==> src/rtl/br_pkg.sv <==
// Shared branch-type encoding and predictor update record for the EX branch resolver.
package br_pkg;

  typedef enum logic [3:0] {
    NONE = 4'd0,
    JIRL = 4'd1,
    B    = 4'd2,
    BL   = 4'd3,
    BEQ  = 4'd4,
    BNE  = 4'd5,
    BLT  = 4'd6,
    BGE  = 4'd7,
    BLTU = 4'd8,
    BGEU = 4'd9
  } br_type_e;

  typedef struct packed {
    logic [31:0] pc;
    logic [31:0] target;
    logic        taken;
    br_type_e    br_type;
  } br_upd_t;

  // Codes 10..15 are unassigned and handled like a plain fall-through instruction.
  function automatic logic is_branch(input logic [3:0] t);
    return (t != 4'd0) && (t <= 4'd9);
  endfunction

endpackage

==> src/rtl/ex_branch_resolve_if.sv <==
// Predictor update channel: one resolved-branch record per valid/ready transfer.
interface ex_branch_resolve_if;

  logic        upd_valid;
  logic        upd_ready;
  logic [31:0] upd_pc;
  logic [31:0] upd_target;
  logic        upd_taken;
  logic [3:0]  upd_type;

  modport master (
    output upd_valid, upd_pc, upd_target, upd_taken, upd_type,
    input  upd_ready
  );

  modport slave (
    input  upd_valid, upd_pc, upd_target, upd_taken, upd_type,
    output upd_ready
  );

endinterface

==> src/rtl/br_lane_eval.sv <==
// Combinational evaluation of one lane: branch condition, target and actual next PC.
module br_lane_eval
  import br_pkg::*;
(
  input  logic [31:0] pc,
  input  logic [31:0] rdata1,
  input  logic [31:0] rdata2,
  input  logic [31:0] imm,
  input  br_type_e    br_type,
  output logic        taken,
  output logic [31:0] target,
  output logic [31:0] next_pc
);

  always_comb begin
    taken = 1'b0;
    case (br_type)
      JIRL, B, BL: taken = 1'b1;
      BEQ:         taken = (rdata1 == rdata2);
      BNE:         taken = (rdata1 != rdata2);
      BLT:         taken = ($signed(rdata1) <  $signed(rdata2));
      BGE:         taken = ($signed(rdata1) >= $signed(rdata2));
      BLTU:        taken = (rdata1 <  rdata2);
      BGEU:        taken = (rdata1 >= rdata2);
      default:     taken = 1'b0;
    endcase
    target  = (br_type == JIRL) ? rdata1 + imm : pc + imm;
    next_pc = taken ? target : pc + 32'd4;
  end

endmodule

==> src/rtl/ex_branch_resolve.sv <==
// EX-stage branch resolver: oldest-mispredict selection, younger-lane kill, registered
// redirect, and an in-order multi-push update FIFO feeding the branch predictor.
module ex_branch_resolve
  import br_pkg::*;
#(
  parameter int LANES = 2,
  parameter int DEPTH = 8,
  parameter int CNT_W = 32
) (
  input  logic                 clk,
  input  logic                 rst,
  input  logic [LANES-1:0]     EX_valid,
  input  logic                 EX_stall,
  input  logic                 EX_flush,
  input  logic [LANES*32-1:0]  EX_pc,
  input  logic [LANES*32-1:0]  EX_rdata1,
  input  logic [LANES*32-1:0]  EX_rdata2,
  input  logic [LANES*32-1:0]  EX_imm,
  input  logic [LANES*4-1:0]   EX_br_type,
  input  logic [LANES-1:0]     EX_br_pd,
  input  logic [LANES*32-1:0]  EX_pc_pd,
  output logic [LANES-1:0]     EX_kill,
  output logic                 EX_busy,
  output logic                 br_redirect,
  output logic [31:0]          br_redirect_pc,
  output logic [CNT_W-1:0]     mispred_cnt,
  ex_branch_resolve_if.master  upd
);

  localparam int AW = $clog2(DEPTH);
  typedef logic [AW-1:0] ptr_t;
  typedef logic [AW:0]   cnt_t;
  localparam cnt_t BUSY_TH = cnt_t'(DEPTH - LANES);

  logic [LANES-1:0] lane_taken;
  logic [31:0]      lane_target [LANES];
  logic [31:0]      lane_next   [LANES];

  logic [LANES-1:0] kill_raw;
  logic [LANES-1:0] push_en;
  logic             mis_any;
  logic [31:0]      mis_next;
  logic             fire;
  logic             pop;
  cnt_t             n_push;

  br_upd_t          mem_q [DEPTH];
  br_upd_t          mem_d [DEPTH];
  ptr_t             wr_ptr_q, wr_ptr_d;
  ptr_t             rd_ptr_q, rd_ptr_d;
  cnt_t             count_q, count_d;
  logic             redirect_q, redirect_d;
  logic [31:0]      redirect_pc_q, redirect_pc_d;
  logic [CNT_W-1:0] cnt_q, cnt_d;
  br_upd_t          head;

  // The predicted-direction bit is implied by EX_pc_pd, so only the PC comparison matters.
  logic unused_br_pd;
  assign unused_br_pd = ^EX_br_pd;

  for (genvar i = 0; i < LANES; i++) begin : g_lane
    br_lane_eval u_eval (
      .pc      (EX_pc[i*32 +: 32]),
      .rdata1  (EX_rdata1[i*32 +: 32]),
      .rdata2  (EX_rdata2[i*32 +: 32]),
      .imm     (EX_imm[i*32 +: 32]),
      .br_type (br_type_e'(EX_br_type[i*4 +: 4])),
      .taken   (lane_taken[i]),
      .target  (lane_target[i]),
      .next_pc (lane_next[i])
    );
  end

  // Walk lanes oldest-first; everything after the first mispredict is dead.
  always_comb begin
    mis_any  = 1'b0;
    mis_next = '0;
    kill_raw = '0;
    push_en  = '0;
    for (int i = 0; i < LANES; i++) begin
      kill_raw[i] = mis_any;
      push_en[i]  = EX_valid[i] && is_branch(EX_br_type[i*4 +: 4]) && !mis_any;
      if (!mis_any && EX_valid[i] && (EX_pc_pd[i*32 +: 32] != lane_next[i])) begin
        mis_any  = 1'b1;
        mis_next = lane_next[i];
      end
    end
  end

  assign EX_kill = EX_flush ? '0 : kill_raw;
  assign EX_busy = (count_q > BUSY_TH);
  assign fire    = (|EX_valid) && !EX_stall && !EX_busy && !EX_flush;

  assign head           = mem_q[rd_ptr_q];
  assign upd.upd_valid  = (count_q != '0);
  assign upd.upd_pc     = head.pc;
  assign upd.upd_target = head.target;
  assign upd.upd_taken  = head.taken;
  assign upd.upd_type   = head.br_type;
  assign pop            = upd.upd_valid && upd.upd_ready;

  // Surviving branch lanes are packed into consecutive slots in lane order.
  always_comb begin
    mem_d  = mem_q;
    n_push = '0;
    for (int i = 0; i < LANES; i++) begin
      if (fire && push_en[i]) begin
        mem_d[wr_ptr_q + ptr_t'(n_push)] = '{
          pc:      EX_pc[i*32 +: 32],
          target:  lane_target[i],
          taken:   lane_taken[i],
          br_type: br_type_e'(EX_br_type[i*4 +: 4])
        };
        n_push = n_push + cnt_t'(1);
      end
    end
    wr_ptr_d = wr_ptr_q + ptr_t'(n_push);
    rd_ptr_d = pop ? rd_ptr_q + ptr_t'(1) : rd_ptr_q;
    count_d  = count_q + n_push - (pop ? cnt_t'(1) : cnt_t'(0));
  end

  always_comb begin
    redirect_d    = fire && mis_any;
    redirect_pc_d = (fire && mis_any) ? mis_next : redirect_pc_q;
    cnt_d         = (fire && mis_any && !(&cnt_q)) ? cnt_q + CNT_W'(1) : cnt_q;
  end

  always_ff @(posedge clk) begin
    if (rst) begin
      wr_ptr_q      <= '0;
      rd_ptr_q      <= '0;
      count_q       <= '0;
      redirect_q    <= 1'b0;
      redirect_pc_q <= '0;
      cnt_q         <= '0;
    end else begin
      wr_ptr_q      <= wr_ptr_d;
      rd_ptr_q      <= rd_ptr_d;
      count_q       <= count_d;
      redirect_q    <= redirect_d;
      redirect_pc_q <= redirect_pc_d;
      cnt_q         <= cnt_d;
    end
  end

  // Storage needs no reset: occupancy is tracked entirely by count_q.
  always_ff @(posedge clk) begin
    mem_q <= mem_d;
  end

  assign br_redirect    = redirect_q;
  assign br_redirect_pc = redirect_pc_q;
  assign mispred_cnt    = cnt_q;

endmodule

==> src/flat_wrapper.sv <==
// flat-port wrapper written by rule: the top's interface ports become plain ports
module ex_branch_resolve_flat import br_pkg::*;
#(
  parameter int LANES = 2,
  parameter int DEPTH = 8,
  parameter int CNT_W = 32
)
  (clk, rst, EX_valid, EX_stall, EX_flush, EX_pc, EX_rdata1, EX_rdata2, EX_imm, EX_br_type, EX_br_pd, EX_pc_pd, EX_kill, EX_busy, br_redirect, br_redirect_pc, mispred_cnt, upd_upd_valid, upd_upd_pc, upd_upd_target, upd_upd_taken, upd_upd_type, upd_upd_ready);
  ex_branch_resolve_if upd_i ();
  input  logic clk;
  input  logic rst;
  input  logic [LANES-1:0] EX_valid;
  input  logic EX_stall;
  input  logic EX_flush;
  input  logic [LANES*32-1:0] EX_pc;
  input  logic [LANES*32-1:0] EX_rdata1;
  input  logic [LANES*32-1:0] EX_rdata2;
  input  logic [LANES*32-1:0] EX_imm;
  input  logic [LANES*4-1:0] EX_br_type;
  input  logic [LANES-1:0] EX_br_pd;
  input  logic [LANES*32-1:0] EX_pc_pd;
  output logic [LANES-1:0] EX_kill;
  output logic EX_busy;
  output logic br_redirect;
  output logic [31:0] br_redirect_pc;
  output logic [CNT_W-1:0] mispred_cnt;
  output wire logic [$bits(upd_i.upd_valid)-1:0] upd_upd_valid;
  output wire logic [$bits(upd_i.upd_pc)-1:0] upd_upd_pc;
  output wire logic [$bits(upd_i.upd_target)-1:0] upd_upd_target;
  output wire logic [$bits(upd_i.upd_taken)-1:0] upd_upd_taken;
  output wire logic [$bits(upd_i.upd_type)-1:0] upd_upd_type;
  input wire logic [$bits(upd_i.upd_ready)-1:0] upd_upd_ready;
  assign upd_upd_valid = upd_i.upd_valid;
  assign upd_upd_pc = upd_i.upd_pc;
  assign upd_upd_target = upd_i.upd_target;
  assign upd_upd_taken = upd_i.upd_taken;
  assign upd_upd_type = upd_i.upd_type;
  assign upd_i.upd_ready = upd_upd_ready;
  ex_branch_resolve #(.LANES(LANES), .DEPTH(DEPTH), .CNT_W(CNT_W)) u_core (.clk(clk), .rst(rst), .EX_valid(EX_valid), .EX_stall(EX_stall), .EX_flush(EX_flush), .EX_pc(EX_pc), .EX_rdata1(EX_rdata1), .EX_rdata2(EX_rdata2), .EX_imm(EX_imm), .EX_br_type(EX_br_type), .EX_br_pd(EX_br_pd), .EX_pc_pd(EX_pc_pd), .EX_kill(EX_kill), .EX_busy(EX_busy), .br_redirect(br_redirect), .br_redirect_pc(br_redirect_pc), .mispred_cnt(mispred_cnt), .upd(upd_i));
endmodule
==> config.mk <==
export PLATFORM = sky130hd
export DESIGN_NAME = ex_branch_resolve_flat
export DESIGN_NICKNAME = d
export VERILOG_FILES = /design/src/rtl/br_pkg.sv /design/src/rtl/ex_branch_resolve_if.sv /design/src/rtl/br_lane_eval.sv /design/src/rtl/ex_branch_resolve.sv /design/src/flat_wrapper.sv
export SDC_FILE = /design/constraint.sdc
export NUM_CORES = 2
export LEC_CHECK = 0
export BUFFER_PORTS_ARGS = -buffer_cell sky130_fd_sc_hd__buf_4
export CAP_MARGIN = 5
export CORE_AREA = 2 2 317 257
export CTS_CLUSTER_DIAMETER = 40
export DETAILED_ROUTE_END_ITERATION = 8
export DIE_AREA = 0 0 319 259
export PLACE_DENSITY = 0.72
export SLEW_MARGIN = 20
export SYNTH_ARGS = -nofsm -noshare
export SYNTH_HDL_FRONTEND = slang
export SYNTH_HIERARCHICAL = 1
export SYNTH_SLANG_ARGS = --single-unit
export TNS_END_PERCENT = 5
==> constraint.sdc <==
create_clock -name clk -period 6.49 [get_ports clk]
set_input_delay 0.3245 -clock clk [delete_from_list [all_inputs] [get_ports clk]]
set_output_delay 0.3245 -clock clk [all_outputs]
set_load 0.01 [all_outputs]
==> results.md <==
* Synth Register Bits at 627
* Predominant post-synthesis flop cell: dfxtp_1
* Antenna violation net count after detailed routing at 0
* Cell Count, Final, Fillers Out at 5834
* RSZ-0062 raised after global routing: false
* Initial antenna violation count at 18
* First-pass GRT wire length at 223 mm
* Hpwl dp at 113 mm
* Average wire per standard cell at 26.6 um
* Syn_nets at 4819
* CTS tree: built
* Initial core utilization at 49.5%
* Clk slew on worst S/H paths at 0.06 ns
* Family with the most delay on the worst path: compound AO/OA/AOI/OAI gates
* Yosys top cell by area: dfxtp_1
* Worst Path Max Fanout at 25
* R2r setup slk at 2.74 ns
* Commonest cells in the netlist: nor2_1 (660), a21oi_1 (646), dfxtp_1 (627), mux2i_1 (558), clkbuf_1 (210)
* Max-Cap Viols at 0
* FFs w/ async S/R, synth at 0%
* Nets@finish at 5180
* Gpl congestion at 1.03
* Hold Buf Count CTS at 1
* Post-CTS sizing at 0
* Core Box Area at 0.0796 mm2
* FF-to-FF Start: u_core/count_q[3]$_SDFF_PP0_
* Yosys top cell area share at 31.9%
* Die Y at 259 um
* Worst path required time at 6.97 ns
* Synth warnings at 6
* Critical R2R Capture: u_core/mem_q[260]$_DFF_P_
* Vias per cell at 6.16
* Postcts setup bufs at 0
* Cell area after synthesis at 0.0394 mm2
* CTS Buf Count at 87
* Detailed router's first-iteration violation count at 4237
* Post-synth cell types at 87
* Filler cells at 6885
* Post-Synthesis Mean Instance Area at 9.08 um2
* Clock sinks at 627
* Power Total at 15.0 mW
* Later-pin clock latency in the skew report at 0.66 ns
* Layout area overhead at 20.9%
* IO Port Bufs at 471
* Largest net degree at the start of global routing at 141
* Vias in the first global route at 33538
* Fraction of layout cells with a size suffix above 1 at 25.3%
* Clock Tree Buf Depth at 3
* Cell count of the worst reg-to-reg path at 9
* Hold Fails Final Rpt at 0
* Hold_sp: EX_pc[41]
* Root buf cell: clkbuf_16
* Boundary pin count at 475
* Final Core Density at 59.8%
* CP startpoint kind: primary input
* WHS Path Cells at 3
* Crit-path max cell delay at 0.51 ns
* First-pass DRT Iterations at 6
* Worst IR Drop VDD at 228 uV
* Largest cells by area after synthesis: dfxtp_1 (32%), mux2i_1 (14%), a21oi_1 (8.2%)
* Critical Path Most Common Cell: ha_1
* Leakage at 18.6 nW
* Total track usage at 36.2%
* Post-placement cell count at 5653
* Maximum clock frequency at 0.162 GHz
* Worst Tran Pin Value at 1.23 ns
* Critical path's slowest cell: a2111oi_0
* Run status: finished, final reports clean
* Die ar. at 0.0826 mm2
* Pins Over Slew Limit at 0
* Most instantiated library cell after synthesis: nor2_1
* Multi-input logic area at 0.0245 mm2
* Fin crit period at 6.17 ns
* Seq. cell area at 0.0126 mm2
* Final setup viols at 0
* Pwr/cell area at 316 mW/mm2
* Clock Skews at 0.0326 ns
* Number of flops mapped to enable cells by yosys at 0
* CP Buf/Inv Count at 6
* Rows at 93
* Cells after Synth at 4337
* H-tree depth at 3
* Crit. End Element: register
* Hold WC Path Type: primary input to register
* Final wirelength at 155 mm
* DRC viols at 0
* Worst Hold Path EP: u_core/mem_q[322]$_DFF_P_
* Period utilisation layout at 95.1%
* Vias at 35963
* Remaining Overflow, GRT at 0
* Width of the chip at 319 um
* Worst Path Class, Setup: primary input to register
* Sequential area share after synthesis at 31.9%
* Slew HR at 17.5%
* Critical Path AT at 6.66 ns
## cell families after synthesis
family                   synth area share, %
flip-flops                              31.9
adder cells (fa/ha/maj)                 4.68
AND/OR/NAND/NOR                         12.6
other                                0.00952
multiplexers                            27.6
XOR/XNOR                                3.78
AO/OA/AOI/OAI                           13.3
buffers and inverters                   6.24
## worst max-delay path by stage
| stage | start | end | cells past startpoint |
|---|---|---|---|
| finish | EX_br_type[1] | u_core/count_q[3]$_SDFF_PP0_ | 31 |
| global route | EX_br_type[1] | u_core/count_q[3]$_SDFF_PP0_ | 31 |
| CTS | EX_br_type[1] | u_core/count_q[3]$_SDFF_PP0_ | 31 |
| detailed placement | EX_br_type[1] | u_core/count_q[3]$_SDFF_PP0_ | 31 |
| global placement | EX_br_type[1] | u_core/count_q[3]$_SDFF_PP0_ | 31 |
| floorplan | EX_br_type[1] | u_core/count_q[3]$_SDFF_PP0_ | 30 |
## report_power, final
part	switching (mW)	leakage, nW	internal (mW)	total [mW]
Combinational	2.80	12.1	2.51	5.31
Sequential	0.390	5.11	4.44	4.83
Clock	1.97	1.42	2.92	4.89
Total	5.16	18.6	9.87	15.0
## through the flow
| step | instance area [um2] | setup WS [ns] | TNS, ns | hold WS [ns] |
|---|---|---|---|---|
| after detailed placement | 44600 | -0.117 | -0.117 | 0.483 |
| final | 47600 | 0.318 | 0 | 0.0336 |
| after floorplan | 39400 | 0.0487 | 0 | 0.502 |
| after global routing | 47600 | 0.0444 | 0 | 0.0186 |
| after CTS | 47600 | 0.466 | 0 | 0.00347 |
| after global placement | 44600 | -0.198 | -0.217 | 0.477 |
## worst min-delay path, cell delays in order
cell and delay [ns]:
buf_4 0.17, nor2_1 0.11, a21oi_1 0.04
## state kept, by name, summed over array words and instances (netlist names)
| signal | count |
|---|---|
| u_core/mem_q | 552 |
| u_core/rd_ptr_q | 3 |
| u_core/wr_ptr_q | 3 |
| u_core/br_redirect_pc | 32 |
| u_core/mispred_cnt | 32 |
| u_core/count_q | 4 |
| u_core/br_redirect | 1 |
## metal layers
layer	GRT usage [%]	vias to the layer above	wire, um
met5	0	-	35
met4	17.7	6	7610
met3	10.3	376	18300
met2	53.7	2182	65900
met1	48.4	17112	63200
li1	-	16287	-
## final cells by class
type,count,share of cell area [%]
clock inverters,52,1.36
diodes,18,0.0946
multi-input cells,3180,51.5
inverters,108,0.851
repair buffers,694,12.1
well taps,1045,2.75
clock buffers,110,4.90
flip-flops and latches,627,26.4
## placed cells by master (no fill, tap or decap), types with 84 or more instances in the layout
cell,synthesis,layout
nor2_1,660,658
ha_1,141,141
inv_1,107,107
clkbuf_16,0,88
a21oi_1,646,646
xnor2_1,129,128
mux4_2,138,138
dfxtp_1,627,624
nand2_1,84,84
mux2i_1,558,558
buf_4,20,647
mux2_2,161,161
No activity file was read; power rests on OpenSTA's default activity.
